### src/rtl/traffic_pkg.sv
// Shared types for the two-road phase controller: lamp encodings, phase codes, dwell counter width.
package traffic_pkg;

    localparam int CNT_W = 8;

    localparam logic [2:0] RED    = 3'b100;
    localparam logic [2:0] GREEN  = 3'b010;
    localparam logic [2:0] YELLOW = 3'b001;

    typedef enum logic [2:0] {
        MAIN_GO   = 3'd0,
        MAIN_WARN = 3'd1,
        ALLRED_A  = 3'd2,
        SIDE_GO   = 3'd3,
        SIDE_WARN = 3'd4,
        ALLRED_B  = 3'd5
    } phase_e;

    // Returns {main_head, side_head}; anything unrecognised shows red on both.
    function automatic logic [5:0] lamps(input phase_e s);
        case (s)
            MAIN_GO:   lamps = {GREEN,  RED};
            MAIN_WARN: lamps = {YELLOW, RED};
            SIDE_GO:   lamps = {RED,    GREEN};
            SIDE_WARN: lamps = {RED,    YELLOW};
            default:   lamps = {RED,    RED};
        endcase
    endfunction

endpackage

### src/rtl/dwell_timer.sv
// Cycles-in-phase counter: zero on clear, otherwise counts up and sticks at all-ones.
module dwell_timer
    import traffic_pkg::*;
(
    input  logic             clk,
    input  logic             rst_n,
    input  logic             clr,
    output logic [CNT_W-1:0] count
);

    always_ff @(posedge clk) begin
        if (!rst_n || clr) begin
            count <= '0;
        end else if (count != '1) begin
            count <= count + 1'b1;
        end
    end

endmodule

### src/rtl/traffic_phase_ctrl.sv
// Main/side intersection phase sequencer with registered lamp and phase outputs.
// Optional pedestrian request/walk indication when PED_WALK_EN is defined.
module traffic_phase_ctrl
    import traffic_pkg::*;
#(
    parameter int GREEN_MIN = 8,
    parameter int GREEN_MAX = 32,
    parameter int YELLOW_T  = 3,
    parameter int ALLRED_T  = 1
) (
    input  logic       clk,
    input  logic       rst_n,
    input  logic       side_req,
    output logic [2:0] main_light,
    output logic [2:0] side_light,
    output logic [2:0] phase,
    output logic       side_ack
`ifdef PED_WALK_EN
    ,
    input  logic       ped_req,
    output logic       walk
`endif
);

    localparam logic [CNT_W-1:0] GMIN_M1   = CNT_W'(GREEN_MIN - 1);
    localparam logic [CNT_W-1:0] GMAX_M1   = CNT_W'(GREEN_MAX - 1);
    localparam logic [CNT_W-1:0] YELLOW_M1 = CNT_W'(YELLOW_T - 1);
    localparam logic [CNT_W-1:0] ALLRED_M1 = CNT_W'(ALLRED_T - 1);

    phase_e           state;
    phase_e           state_nxt;
    logic [CNT_W-1:0] count;
    logic             clr;
    logic             enter_side;
    logic             req_set;
    logic             pending;

`ifdef PED_WALK_EN
    assign req_set = side_req | ped_req;
`else
    assign req_set = side_req;
`endif

    dwell_timer u_dwell (
        .clk   (clk),
        .rst_n (rst_n),
        .clr   (clr),
        .count (count)
    );

    always_comb begin
        state_nxt = MAIN_GO;
        case (state)
            MAIN_GO:   state_nxt = (count >= GMIN_M1 && (pending || side_req)) ? MAIN_WARN : MAIN_GO;
            MAIN_WARN: state_nxt = (count == YELLOW_M1) ? ALLRED_A : MAIN_WARN;
            ALLRED_A:  state_nxt = (count == ALLRED_M1) ? SIDE_GO : ALLRED_A;
            SIDE_GO:   state_nxt = (count >= GMIN_M1 && (!side_req || count == GMAX_M1)) ? SIDE_WARN : SIDE_GO;
            SIDE_WARN: state_nxt = (count == YELLOW_M1) ? ALLRED_B : SIDE_WARN;
            ALLRED_B:  state_nxt = (count == ALLRED_M1) ? MAIN_GO : ALLRED_B;
            default:   state_nxt = MAIN_GO;
        endcase
        clr        = (state_nxt != state);
        enter_side = (state_nxt == SIDE_GO) && (state != SIDE_GO);
    end

    // Lamps are decoded from the next state so they change on the same edge as the phase.
    always_ff @(posedge clk) begin
        if (!rst_n) begin
            state      <= MAIN_GO;
            main_light <= GREEN;
            side_light <= RED;
            pending    <= 1'b0;
            side_ack   <= 1'b0;
        end else begin
            state                    <= state_nxt;
            {main_light, side_light} <= lamps(state_nxt);
            side_ack                 <= enter_side;
            if (enter_side) begin
                pending <= 1'b0;
            end else if (req_set && (state == MAIN_GO || state == MAIN_WARN || state == ALLRED_A)) begin
                pending <= 1'b1;
            end
        end
    end

    assign phase = state;

`ifdef PED_WALK_EN
    // Next count is 0 on entry, else count+1; count+1 < GREEN_MIN <=> count < GREEN_MIN-1.
    always_ff @(posedge clk) begin
        if (!rst_n) begin
            walk <= 1'b0;
        end else begin
            walk <= (state_nxt == SIDE_GO) && (clr || count < GMIN_M1);
        end
    end
`endif

endmodule

### config.mk
export PLATFORM = sky130hd
export DESIGN_NAME = traffic_phase_ctrl
export DESIGN_NICKNAME = d
export VERILOG_FILES = /design/src/rtl/traffic_pkg.sv /design/src/rtl/dwell_timer.sv /design/src/rtl/traffic_phase_ctrl.sv
export SDC_FILE = /design/constraint.sdc
export NUM_CORES = 1
export LEC_CHECK = 0
export BUFFER_PORTS_ARGS = -buffer_cell sky130_fd_sc_hd__clkbuf_2
export CAP_MARGIN = 20
export CORE_MARGIN = 1.5
export CORE_UTILIZATION = 56
export CTS_CLUSTER_DIAMETER = 200
export DETAILED_ROUTE_END_ITERATION = 16
export GPL_ROUTABILITY_DRIVEN = 1
export PLACE_DENSITY = 0.77
export SYNTH_ARGS = -nofsm -noshare
export SYNTH_HDL_FRONTEND = slang
export SYNTH_SLANG_ARGS = --single-unit
### constraint.sdc
create_clock -name clk -period 2.3 [get_ports clk]
set_input_delay 0.46 -clock clk [delete_from_list [all_inputs] [get_ports clk]]
set_output_delay 0.46 -clock clk [all_outputs]
set_load 0.02 [all_outputs]
Word level (Yosys, flattened, before mapping):

Cells that the tools add are included.

* $add $sub $neg: 1
* $lt $le $gt $ge: 1
* equality and inequality tests: 13
* multiplexer cells: 8
* bitwise logic cells: 1
* reductions and logical operators: 15

Operator list (number)
* 6-bit one-hot mux with 4 select lines: 1
* 3-bit one-hot mux with 6 select lines: 1
* 3-bit by 2-bit equality test with 1-bit output (second input constant): 3
* 3-bit equality test (second input constant): 3
* 8-bit by 1-bit adder with 8-bit output (second input constant): 1
* 8-bit by 2-bit equality test with 1-bit output (second input constant): 1
* 8-bit by 5-bit equality test with 1-bit output (second input constant): 1
* 8-bit by 3-bit >= comparator with 1-bit output (second input constant): 1
* 8-bit logical NOT: 1
* 8-bit inequality test (second input constant): 1
* 3-bit by 1-bit equality test with 1-bit output (second input constant): 2
* 3-bit logical NOT: 2
* 3-bit two-way mux: 2
* 1-bit logical OR: 5
* 1-bit logical AND: 4
* 1-bit two-way mux: 3
* 3-bit by 2-bit inequality test with 1-bit output (second input constant): 1
* 3-bit inequality test: 1
* 1-bit logical NOT: 2
* 2-bit two-way mux: 1
* 2-bit OR reduction: 1
* 1-bit inverter: 1

* flip-flop bits (word level): 19
* input port bits: 3
* output and inout port bits: 10

Depth between registers and ports, before layout:

* word-level depth: 8
* mapped depth: 8

Hierarchy:

A second synthesis with hierarchy kept.

* cells, all modules: 113
* area, all modules: 1038.5 um^2

By module, submodules not included
* traffic_phase_ctrl: times used 1, cells an instance 70, area each 663.1 um^2
* dwell_timer: times used 1, cells an instance 43, area each 375.4 um^2

Least setup slack after synthesis:

Ideal clock, no wire load.

* kind: reg-to-reg
* start: reg state[2] (netlist: phase[2])
* end: reg u_dwell.count[2]
* library setup time: 0.114 ns
* arrival time: 1.702 ns
* required time: 2.186 ns
* slack: 0.484 ns
* stages on the path, launching flop included: 7
* path buffers: 1
* cells stage by stage: dfxtp_1 clkbuf_1 inv_1 o41ai_1 a31oi_1 and3_1 a21o_1

* cells in the longest elaborated chain, start to end: 4

RTL lines
* start, declared: RTL line traffic_phase_ctrl.sv:30 `phase_e state;`
* start signal, assigned: RTL line traffic_phase_ctrl.sv:75 `state <= state_nxt;`
* 3-bit equality test (tied with other cells): RTL line traffic_phase_ctrl.sv:53 `case (state)`
* 3-bit one-hot mux with 6 select lines: RTL line traffic_phase_ctrl.sv:53
* 3-bit inequality test *: RTL line traffic_phase_ctrl.sv:62 `clr = (state_nxt != state);`
* 1-bit logical OR *: RTL line dwell_timer.sv:12 `if (!rst_n || clr) begin`
* end signal, assigned: RTL line dwell_timer.sv:15 `count <= count + 1'b1;`
* end, declared: RTL line dwell_timer.sv:8 `output logic [CNT_W-1:0] count`

Mark *: on every way between the ends. The rest lies on a longest branch, timed or not.
A chain may end at the register's enable or synchronous reset.

Final worst setup path:

* start: reg u_dwell.count[7]
* end: reg u_dwell.count[4]

* cells in the longest elaborated chain, start to end: 7

RTL lines
* branches (longest 7 deep; another with 8-bit by 3-bit >= comparator with 1-bit output)

Several ways; the timed one is not identified.

==> metrics.md <==
| Metric | Value |
|---|---|
| Outcome | `complete, no violations` |
| Final setup fails | `0` |
| P&R area growth vs syn | `11.8%` |
| Fin nets | `151` |
| Internal reg-to-reg setup slack | `230 ps` |
| Clk root buf | `clkbuf_4` |
| # Max-Cap Violations | `0` |
| Sequential element share of the synthesized area | `34.4%` |
| Overflow after GRT | `0` |
| Fin. Hold Viols | `0` |
| CTS tree | `yes` |
| Asr flop ratio synth | `0%` |
| Top Ports | `13` |
| Tcrit/Tclk final | `89.9%` |
| Yosys warns | `0` |
| Max-slew violations | `0` |
| Worst setup EP type | `flip-flop` |
| H-tree Lvls | `1` |
| Initial Utilization | `62.1%` |
| Post-DRT Antenna Nets | `0` |
| Data arrival, critical path | `2320 ps` |
| Die Ht | `47.5 um` |
| FF/Latch Area | `380 um^2` |
| WP data required | `2550 ps` |
| Tot Pwr | `601 uW` |
| All-Layer GR Usage | `25.7%` |
| Final non-filler cell total | `169` |
| Crit-path slowest cell | `or3_4` |
| First-pass GRT wire length | `3.99 mm` |
| Filler cells | `166` |
| Count leader, synth | `dfxtp_1` |
| P per Cell Area | `485 nW/um^2` |
| Initial antenna violation count | `0` |
| Synthesized area | `1110 um^2` |
| Unrepaired setup endpoints after global routing | `false` |
| Clk_lat worst skew | `310 ps` |
| Post-synth EDFFs | `0` |
| CP peak stage delay | `440 ps` |
| Worst Max-Slew Pin Slew | `444 ps` |
| Slew Limit Headroom | `70.4%` |
| Multi-input logic area | `678 um^2` |
| 1st-iter DRT viols | `50` |
| Hold Crit Class | `input pin to flip-flop` |
| CTS buffer count | `3` |
| Cells after DPL | `165` |
| Post-CTS Hold Fix Bufs | `0` |
| Largest net degree at the start of global routing | `15` |
| DR pass1 iterations | `4` |
| Startpoint types | `flip-flop` |
| Fin Clk Skew | `8.32 ps` |
| Share of layout cells above drive strength 1 | `20.1%` |
| Detail Placement HPWL | `1.80 mm` |
| Max Root-Sink Buffers | `2` |
| Port bufs | `12` |
| # diodes | `0` |
| Row cnt | `15` |
| Crit path kind | `flip-flop to flip-flop` |
| Die Area | `2250 um^2` |
| Net Count, Synth | `135` |
| Number of global-route vias before repair | `944` |
| Peak VDD IR | `0.000453 V` |
| Distinct cells, synth | `39` |
| Fmax | `484 MHz` |
| Clock transition at the registers of the reported paths | `120 ps` |
| Setup tns final | `0 ps` |
| Post-place setup slack | `279 ps` |
| Avg WL per Cell | `14.6 um` |
| CP most frequent cell | `or3_4` |
| Largest cells by area after synthesis | `dfxtp_1, a21o_1, and3_1` |
| Core area | `1780 um^2` |
| Drt drc | `0` |
| Post-route minimum period | `2070 ps` |
| Setup repair bufs after CTS | `0` |
| Worst Hold Margin | `389 ps` |
| Top cell type by total area after synthesis | `dfxtp_1` |
| Pleak | `0.613 nW` |
| Die X-Extent | `47.5 um` |
| Syn Area/Cell | `8.58 um^2` |
| Top_reg_cell synth | `dfxtp_1` |
| Max FO, Critical Path | `8` |
| CP Cell Sequence | `or3_4 > or3_4 > a22oi_2 > and4_1 > a21o_1` |
| Post-synth top area share | `34.4%` |
| Vias per cell | `6.22` |
| Drt total wl | `2.47 mm` |
| Setup ws final | `232 ps` |
| Synth Instances | `129` |
| Commonest cells post-synth | `dfxtp_1, a21o_1, and3_1, a21oi_1` |
| #FFs+latches synth | `19` |
| Via count | `1052` |
| Routability cong. | `0.889` |
| CTS sink cnt | `19` |
| Post-cts sizing count | `0` |
-- final timing paths --
kind / start / end / cells after the start
min: rst_n / main_light[1] / 2
max: u_dwell.count[7] / u_dwell.count[4] / 5
min reg2reg: pending / pending / 2
max reg2reg: u_dwell.count[7] / u_dwell.count[4] / 5
-- logic make-up after synthesis --
group | synth area share (%)
and+or+nand+nor | 31.5
AOI/OAI and AO/OA | 21.7
DFF | 34.3
buffers and inverters | 4.41
muxes | 3.84
adders and majority gates | 3.39
xor gates and xnor gates | 0.791
-- area by class of cell --
type | instances | area share [%]
Timing Repair Buffer | 17 | 7.89
Clock inverter | 1 | 0.404
Tap cell | 25 | 2.53
Sequential cell | 19 | 30.7
Inverter | 6 | 1.82
Clock buffer | 3 | 1.82
Multi-Input combinational cell | 98 | 54.8
-- routing by layer --
layer  part of all wire, %  wire length (um)  GRT usage, %  vias to the layer above
li1                      -                 -             -                      513
met1                    39               968          30.7                      485
met2                    52              1280          44.9                       49
met3                   7.1               174          3.02                        5
met4                   1.7                43          13.3                        0
met5                     0                 0             0                        -
-- registers in the layout, summed over array words and instances, names as in the netlist --
| signal | count |
|---|---|
| u_dwell.count | 8 |
| side_light | 3 |
| side_ack | 1 |
| pending | 1 |
| phase | 3 |
| main_light | 3 |
-- per-stage QoR --
step / area, um^2 / util (%)
6_report: 1240 / 69.4
4_1_cts: 1240 / 69.4
2_1_floorplan: 1110 / -
5_1_grt: 1240 / 69.4
3_3_place_gp: 1210 / 67.9
3_5_place_dp: 1210 / 67.9
-- cells in the final DEF, fill, tap and decap left out, types with 2 or more instances in the layout --
cell type  netlist  final
a21o_1           9      9
a21oi_1          8      8
a31oi_1          6      6
and2_1           5      5
and3_1           9      9
and4_1           5      5
buf_4            1      5
clkbuf_2         0     12
clkbuf_4         0      3
dfxtp_1         19     19
ha_1             3      3
inv_1            6      6
mux2_2           2      2
mux2i_1          2      2
nand2_1          3      3
nand2b_1         2      2
nand3_1          3      3
nand4_1          3      3
nor2_1           5      5
nor2b_1          2      2
nor3_1           5      5
nor4_1           2      2
o21ai_0          6      6
or3_4            2      2
-- critical path: cells and delay by family (launching register included) --
kind | cells | cell delay (ps)
compound gates | 2 | 370
flops | 1 | 380
simple gates | 3 | 1280
-- power breakdown --
part | internal (mW) | leakage [nW] | switching [mW]
combinational | 0.0336 | 0.441 | 0.0436
sequential | 0.339 | 0.154 | 0.00957
clock | 0.0649 | 0.0177 | 0.110
Note: power is estimated with default switching activity, not from simulation.
